`src/rtl/player_input.sv`:
```
// Synchronises, debounces and arbitrates the four Simon push-buttons into a single press pulse.
// Optional macro PLAYER_INPUT_LOCKOUT_EN suppresses presses while simonTurn is high.
module player_input #(
  parameter int DEBOUNCE_TICKS = 3
) (
  input  logic       clk,
  input  logic       reset,
  input  logic [3:0] btn,
  input  logic       simonTurn,
  output logic [1:0] playerNum,
  output logic       playerPressed,
  output logic       multiPress
);

  typedef enum logic {IDLE, HELD} state_t;

  localparam logic [3:0] CNT_MAX = 4'(DEBOUNCE_TICKS - 1);

  logic [3:0] s1;
  logic [3:0] s2;
  logic [3:0] st;
  logic [3:0] cnt [4];

  state_t     state;
  state_t     state_n;
  logic [1:0] num_n;
  logic       pressed_n;
  logic       multi_n;
  logic       lock;

  function automatic logic [1:0] btn_index(input logic [3:0] v);
    logic [1:0] idx;
    idx = 2'd0;
    for (int k = 0; k < 4; k++) begin
      if (v[k]) idx = 2'(k);
    end
    return idx;
  endfunction

  function automatic logic is_onehot(input logic [3:0] v);
    return (v != 4'd0) && ((v & (v - 4'd1)) == 4'd0);
  endfunction

`ifdef PLAYER_INPUT_LOCKOUT_EN
  assign lock = simonTurn;
`else
  logic unused_simon_turn;
  assign unused_simon_turn = simonTurn;
  assign lock = 1'b0;
`endif

  // Stage 1: two-flop synchroniser
  always_ff @(posedge clk) begin
    if (reset) begin
      s1 <= 4'd0;
      s2 <= 4'd0;
    end else begin
      s1 <= btn;
      s2 <= s1;
    end
  end

  // Stage 2: per-button debounce; a level is accepted only after DEBOUNCE_TICKS stable cycles
  always_ff @(posedge clk) begin
    if (reset) begin
      st <= 4'd0;
      for (int i = 0; i < 4; i++) cnt[i] <= 4'd0;
    end else begin
      for (int i = 0; i < 4; i++) begin
        if (s2[i] == st[i]) begin
          cnt[i] <= 4'd0;
        end else if (cnt[i] == CNT_MAX) begin
          st[i]  <= s2[i];
          cnt[i] <= 4'd0;
        end else begin
          cnt[i] <= cnt[i] + 4'd1;
        end
      end
    end
  end

  // Stage 3: press arbitration; every press must be fully released before the next one counts
  always_ff @(posedge clk) begin
    if (reset) begin
      state         <= IDLE;
      playerNum     <= 2'd0;
      playerPressed <= 1'b0;
      multiPress    <= 1'b0;
    end else begin
      state         <= state_n;
      playerNum     <= num_n;
      playerPressed <= pressed_n;
      multiPress    <= multi_n;
    end
  end

  always_comb begin
    state_n   = state;
    num_n     = playerNum;
    pressed_n = 1'b0;
    multi_n   = 1'b0;
    case (state)
      IDLE: begin
        if (st != 4'd0) begin
          state_n = HELD;
          if (!lock) begin
            if (is_onehot(st)) begin
              pressed_n = 1'b1;
              num_n     = btn_index(st);
            end else begin
              multi_n = 1'b1;
            end
          end
        end
      end
      HELD: begin
        if (st == 4'd0) state_n = IDLE;
      end
      default: state_n = IDLE;
    endcase
  end

endmodule

```
`config.mk`:
```
export PLATFORM = sky130hd
export DESIGN_NAME = player_input
export DESIGN_NICKNAME = d
export VERILOG_FILES = /design/src/rtl/player_input.sv
export SDC_FILE = /design/constraint.sdc
export NUM_CORES = 1
export LEC_CHECK = 0
export CAP_MARGIN = 10
export CORE_MARGIN = 1.5
export CORE_UTILIZATION = 34
export CTS_CLUSTER_SIZE = 25
export DETAILED_ROUTE_END_ITERATION = 16
export DONT_BUFFER_PORTS = 1
export PLACE_DENSITY = 0.58
export REMOVE_ABC_BUFFERS = 1
export SKIP_CTS_REPAIR_TIMING = 1
export SYNTH_ARGS = -nofsm -noshare
export SYNTH_HDL_FRONTEND = slang
export SYNTH_SLANG_ARGS = --single-unit
```
`constraint.sdc`:
```
create_clock -name clk -period 4.2 [get_ports clk]
set_input_delay 0.21 -clock clk [delete_from_list [all_inputs] [get_ports clk]]
set_output_delay 0.21 -clock clk [all_outputs]
set_load 0.01 [all_outputs]
```
### Word-level counts from Yosys, hierarchy flattened

Memories as Yosys holds them, arrays and structs flattened.
Cells that the tools add are included.

| cells by class | value |
|---|---|
| bitwise logic cells | 19 |
| $add $sub $neg | 5 |
| reduce and logical (&&, ||, !) cells | 10 |
| eq/ne operators | 8 |
| multiplexer cells | 66 |

Operator list:

| operator | count |
|---|---|
| $mux W1 | 51 |
| $mux W4 | 12 |
| $add A4 B1 Y4 const B | 4 |
| $eq A4 B2 Y1 const B | 4 |
| $or A1 B1 Y1 | 12 |
| $logic_not A4 Y1 | 2 |
| $reduce_and A2 Y1 | 4 |
| $not A1 Y1 | 6 |
| $and A4 B4 Y4 | 1 |
| $eq A1 B1 Y1 | 4 |
| $mux W2 | 2 |
| $reduce_bool A4 Y1 | 1 |
| $sub A4 B1 Y4 const B | 1 |
| $reduce_and A3 Y1 | 1 |
| $reduce_or A3 Y1 | 1 |
| $pmux W1 S2 | 1 |
| $logic_and A1 B1 Y1 | 1 |

| word-level totals | value |
|---|---|
| output and inout port bits | 4 |
| bits of input ports | 7 |
| RAM bits | 16 |
| logic and storage cells | 119 |
| register bits | 17 |
| memories | 1 |

Memories:

| name | words | bits a word | rd ports | clocked after memory_dff | wr ports | line | text |
|---|---|---|---|---|---|---|---|
| cnt | 4 | 4 | 4 | 0 | 4 | 22 | `logic [3:0] cnt [4];` |

### Logic depth before layout (Yosys ltp)

An unclocked memory read counts as a cell.

| depth | value |
|---|---|
| depth in word-level cells | 8 |
| depth in mapped cells | 5 |
| mapped depth without buffers | 5 |

### Worst setup path before layout

OpenSTA, ideal clock, no wires.

| timing | value |
|---|---|
| path type | register to register |
| start point | memory cnt[0][0] |
| end point | memory cnt[0][2] (data pin) |
| setup slack | 2.844 ns |
| setup time | 0.139 ns |
| buffers on the path | 0 |
| period minus slack after synthesis | 1.356 ns |
| required time | 4.061 ns |
| cell stages (with the launch flop) | 6 |
| data arrival time | 1.218 ns |
| cells stage by stage | edfxtp_1 > inv_1 > ha_1 > nor3b_1 > or3_1 > nor2_1 |

RTL lines:

| what | line |
|---|---|
| start: declaration | 22 |

==> key figures <==
Pwr
  – Post-layout total power: roughly 630 uW
  – Leakage power figure: around 0.00062 uW
  – Peak VDD IR: 0.254 mV
  – Power density of the placed cells: 380 nW/um2

Yosys
  – Summed instance area of the synthesized netlist: around 1500 um2
  – Avg Synthesized Cell Area: between 10 and 15 um2
  – Yosys reg bits: 33
  – Library cell occupying the most area in the post-synthesis netlist: sky130_fd_sc_hd__edfxtp_1
  – Largest cells by area after synthesis: sky130_fd_sc_hd__edfxtp_1 (33%), sky130_fd_sc_hd__dfxtp_1 (23%), sky130_fd_sc_hd__ha_1 (6.8%), sky130_fd_sc_hd__xnor2_1 (6.6%), sky130_fd_sc_hd__nor2_1 (5.4%)
  – Gate Count Post-Synth: 128
  – Part of the Yosys area used for sequential elements: 55.9%
  – Count of unique library cells instantiated by Yosys: 21
  – Share of the synthesized area in the top cell type: between 30% and 40%
  – Synth warnings: 0

Clocking
  – Clock tree from TritonCTS: done
  – Skew-Pair Late Insertion Delay: 0.28 ns
  – H-tree depth: 2
  – Total number of clock tree sinks: 33
  – Maximum number of buffers from clock root to sink: 2
  – Total CTS buffers: 5
  – Clk pin slew, worst setup/hold paths: around 0.060 ns
  – Clock root cell: sky130_fd_sc_hd__clkbuf_8

Flow run
  – Max-capacitance violation count: 0

Detailed routing
  – Vias post-DR: 875
  – Number of DRC violations after detailed-routing iteration 0: 32
  – Routed wire length: between 2 and 2.5 mm
  – Via density per instance: ~4.4
  – Number of detailed-routing iterations run before antenna repair: 2
  – Number of remaining DRC errors: 0
  – DRT antenna net count: 0
  – Per-cell routed wire length: 10.9 um

Layout
  – Cell Count, Final, Fillers Out: around 200
  – Post-Route Utilization: 40.3%
  – Area Overhead vs Synth: 12.0%
  – Number of diodes: 0
  – Footprint of the multi-input gates: roughly 630 um2
  – Storage cell area: about 820 um2
  – Fillcell total: 414
  – Layout cell share with drive strength beyond 1: just over 4%
  – Total number of nets in the final design: between 150 and 200

Global routing
  – Overflow after GRT: 0
  – Overall global routing resource usage: roughly 12%
  – Number of antenna violations at the first check in global routing: 0
  – Largest net degree at the start of global routing: 22
  – Global-route wire length before repair: 3.88 mm
  – Via count of the first global-routing pass: roughly 900

Setup path
  – Critical path, cell by cell: inv_1, ha_1, nor3b_1, or3_1, nor2_1
  – Highest net fanout along the worst path: 4
  – Category of the critical setup timing path: flop to flop
  – Worst Path Arrival: approximately 1.5 ns
  – Peak per-stage delay on the critical path: between 0.4 and 0.5 ns
  – Worst R2R End: cnt[1][2]
  – Critical path launch point type: flop
  – Crit Reg-Reg Startpoint: cnt[1][0]
  – Worst setup slack for register-to-register paths: around 2.7 ns
  – Worst Setup End Kind: flop
  – Category of cells accounting for the largest share of critical-path delay: simple AND/OR/NAND/NOR gates
  – R2R cell count: 5
  – Slowest cell on the critical path: sky130_fd_sc_hd__edfxtp_1
  – Worst Path Required: between 4 and 5 ns
  – Worst path buffer plus inverter count: 1

Min path
  – WHS Endpoint: multiPress
  – Worst Hold Class: primary input to flop
  – Cell depth of the worst hold path: 1
  – Worst Hold Launch: reset

Placed design
  – Worst slack, placed: between 2 and 3 ns
  – Cells after DPL: around 190
  – Count of buffers from port buffering: 0
  – Final weighted congestion in routability-driven placement: 0.625
  – Hpwl dp: around 1.5 mm

Die
  – Die Outline Area: around 4700 um2
  – DIE HEIGHT: ~70 um
  – Die Wd: between 60 and 70 um
  – Number of rows created at floorplan: 23
  – Number of I/O pins: 11
  – Starting utilization of the core area: between 30 and 40%
  – Core box area: between 4000 and 5000 um2

Timing
  – Final Hold Vio Count: 0
  – Setup Skew: 0.00425 ns
  – RSZ-0062 raised after global routing: false
  – Final min period: between 1 and 1.5 ns
  – Achievable frequency: 0.668 GHz
  – Count of endpoints failing setup in the final report: 0
  – Setup total negative slack: 0 ns
  – Final setup margin: ~2.7 ns
  – Number of max-slew violations in the final report: 0
  – Final period util: 35.6%

Status
  – Result of the run: finished clean
-- synthesized netlist by cell type --
master,n
sky130_fd_sc_hd__ha_1,8
sky130_fd_sc_hd__a21oi_1,2
sky130_fd_sc_hd__nor2_1,21
sky130_fd_sc_hd__inv_1,6
sky130_fd_sc_hd__nor3b_1,4
sky130_fd_sc_hd__maj3_1,1
sky130_fd_sc_hd__xor2_1,5
sky130_fd_sc_hd__nor4_1,3
sky130_fd_sc_hd__nor2b_1,8
sky130_fd_sc_hd__mux2i_1,4
sky130_fd_sc_hd__dfxtp_1,17
sky130_fd_sc_hd__nand3_1,4
sky130_fd_sc_hd__buf_6,4
sky130_fd_sc_hd__edfxtp_1,16
sky130_fd_sc_hd__conb_1,1
sky130_fd_sc_hd__or3_1,6
sky130_fd_sc_hd__clkbuf_1,2
sky130_fd_sc_hd__nor3_1,3
sky130_fd_sc_hd__a211oi_1,1
sky130_fd_sc_hd__xnor2_1,11
sky130_fd_sc_hd__o221a_1,1
-- worst reg2reg max path, cell delays in order (launching register included) --
cell and delay [ns]:
sky130_fd_sc_hd__edfxtp_1 0.44, sky130_fd_sc_hd__inv_1 0.08, sky130_fd_sc_hd__ha_1 0.13, sky130_fd_sc_hd__nor3b_1 0.30, sky130_fd_sc_hd__or3_1 0.23, sky130_fd_sc_hd__nor2_1 0.07
-- power breakdown --
part	switching (uW)	internal [uW]	total, uW
Clock	107	133	240
Combinational	13.4	13.2	26.6
Sequential	9.50	349	359
-- cell usage in the layout (no fill, tap or decap) --
master	n
sky130_fd_sc_hd__nor2b_1	8
sky130_fd_sc_hd__nor2_1	21
sky130_fd_sc_hd__conb_1	16
sky130_fd_sc_hd__mux2i_1	4
sky130_fd_sc_hd__maj3_1	1
sky130_fd_sc_hd__dfxtp_1	17
sky130_fd_sc_hd__o221a_1	1
sky130_fd_sc_hd__a211oi_1	1
sky130_fd_sc_hd__nand3_1	4
sky130_fd_sc_hd__clkbuf_8	6
sky130_fd_sc_hd__ha_1	8
sky130_fd_sc_hd__xnor2_1	11
sky130_fd_sc_hd__xor2_1	5
sky130_fd_sc_hd__nor3_1	3
sky130_fd_sc_hd__inv_1	6
sky130_fd_sc_hd__clkbuf_1	2
sky130_fd_sc_hd__a21oi_1	2
sky130_fd_sc_hd__dlygate4sd3_1	2
sky130_fd_sc_hd__edfxtp_1	16
sky130_fd_sc_hd__nor3b_1	4
sky130_fd_sc_hd__or3_1	6
sky130_fd_sc_hd__nor4_1	3
-- metrics by stage --
stage | area, um2 | hold slack, ns
floorplan | 1470 | 0.279
detailed placement | 1540 | 0.286
global placement | 1540 | 0.283
finish | 1650 | 0.00960
CTS | 1630 | -0.0154
global route | 1650 | 0.00105
-- worst max-delay path by stage --
stage	from	end	slack, ns	depth (start not counted)
global route	cnt[1][0]	cnt[1][2]	2.56	5
finish	cnt[1][0]	cnt[1][2]	2.70	5
CTS	cnt[1][0]	cnt[1][2]	2.68	5
detailed placement	cnt[1][0]	cnt[1][2]	2.69	5
global placement	cnt[1][0]	cnt[1][3]	2.74	5
floorplan	cnt[0][0]	cnt[0][2]	2.84	5
-- flip-flops by register name, summed over array words and instances, names as in the netlist --
| name | count |
|---|---|
| st | 4 |
| playerPressed | 1 |
| cnt | 16 |
| s1 | 4 |
| s2 | 4 |
| multiPress | 1 |
| playerNum | 2 |
| state | 1 |
-- cell families (layout without fill, tap and decap cells) --
kind of cell             count (synthesis)  after routing  share of synthesized area (%)
AND/OR/NAND/NOR                         49             49                           17.0
XOR/XNOR                                16             16                           9.54
buffers and inverters                   12             16                           5.11
adder cells (fa/ha/maj)                  9              9                           7.50
multiplexers                             4              4                           2.73
AO/OA/AOI/OAI                            4              4                           1.96
flip-flops                              33             33                           55.9
other                                    1             16                          0.255
-- layout make-up --
type                    instances  area share [%]
flip-flops and latches         33            49.9
multi-input cells              98            38.3
clock buffers                   8            5.48
well taps                      50            3.80
inverters                       6            1.37
repair buffers                  2            1.22
-- routing by layer --
layer	GRT usage, %	part of all wire [%]
met3	4.87	5.2
met5	0	0
met2	18.8	49
met1	12.8	43
met4	6.62	2.2
No activity file was read; power rests on OpenSTA's default activity.
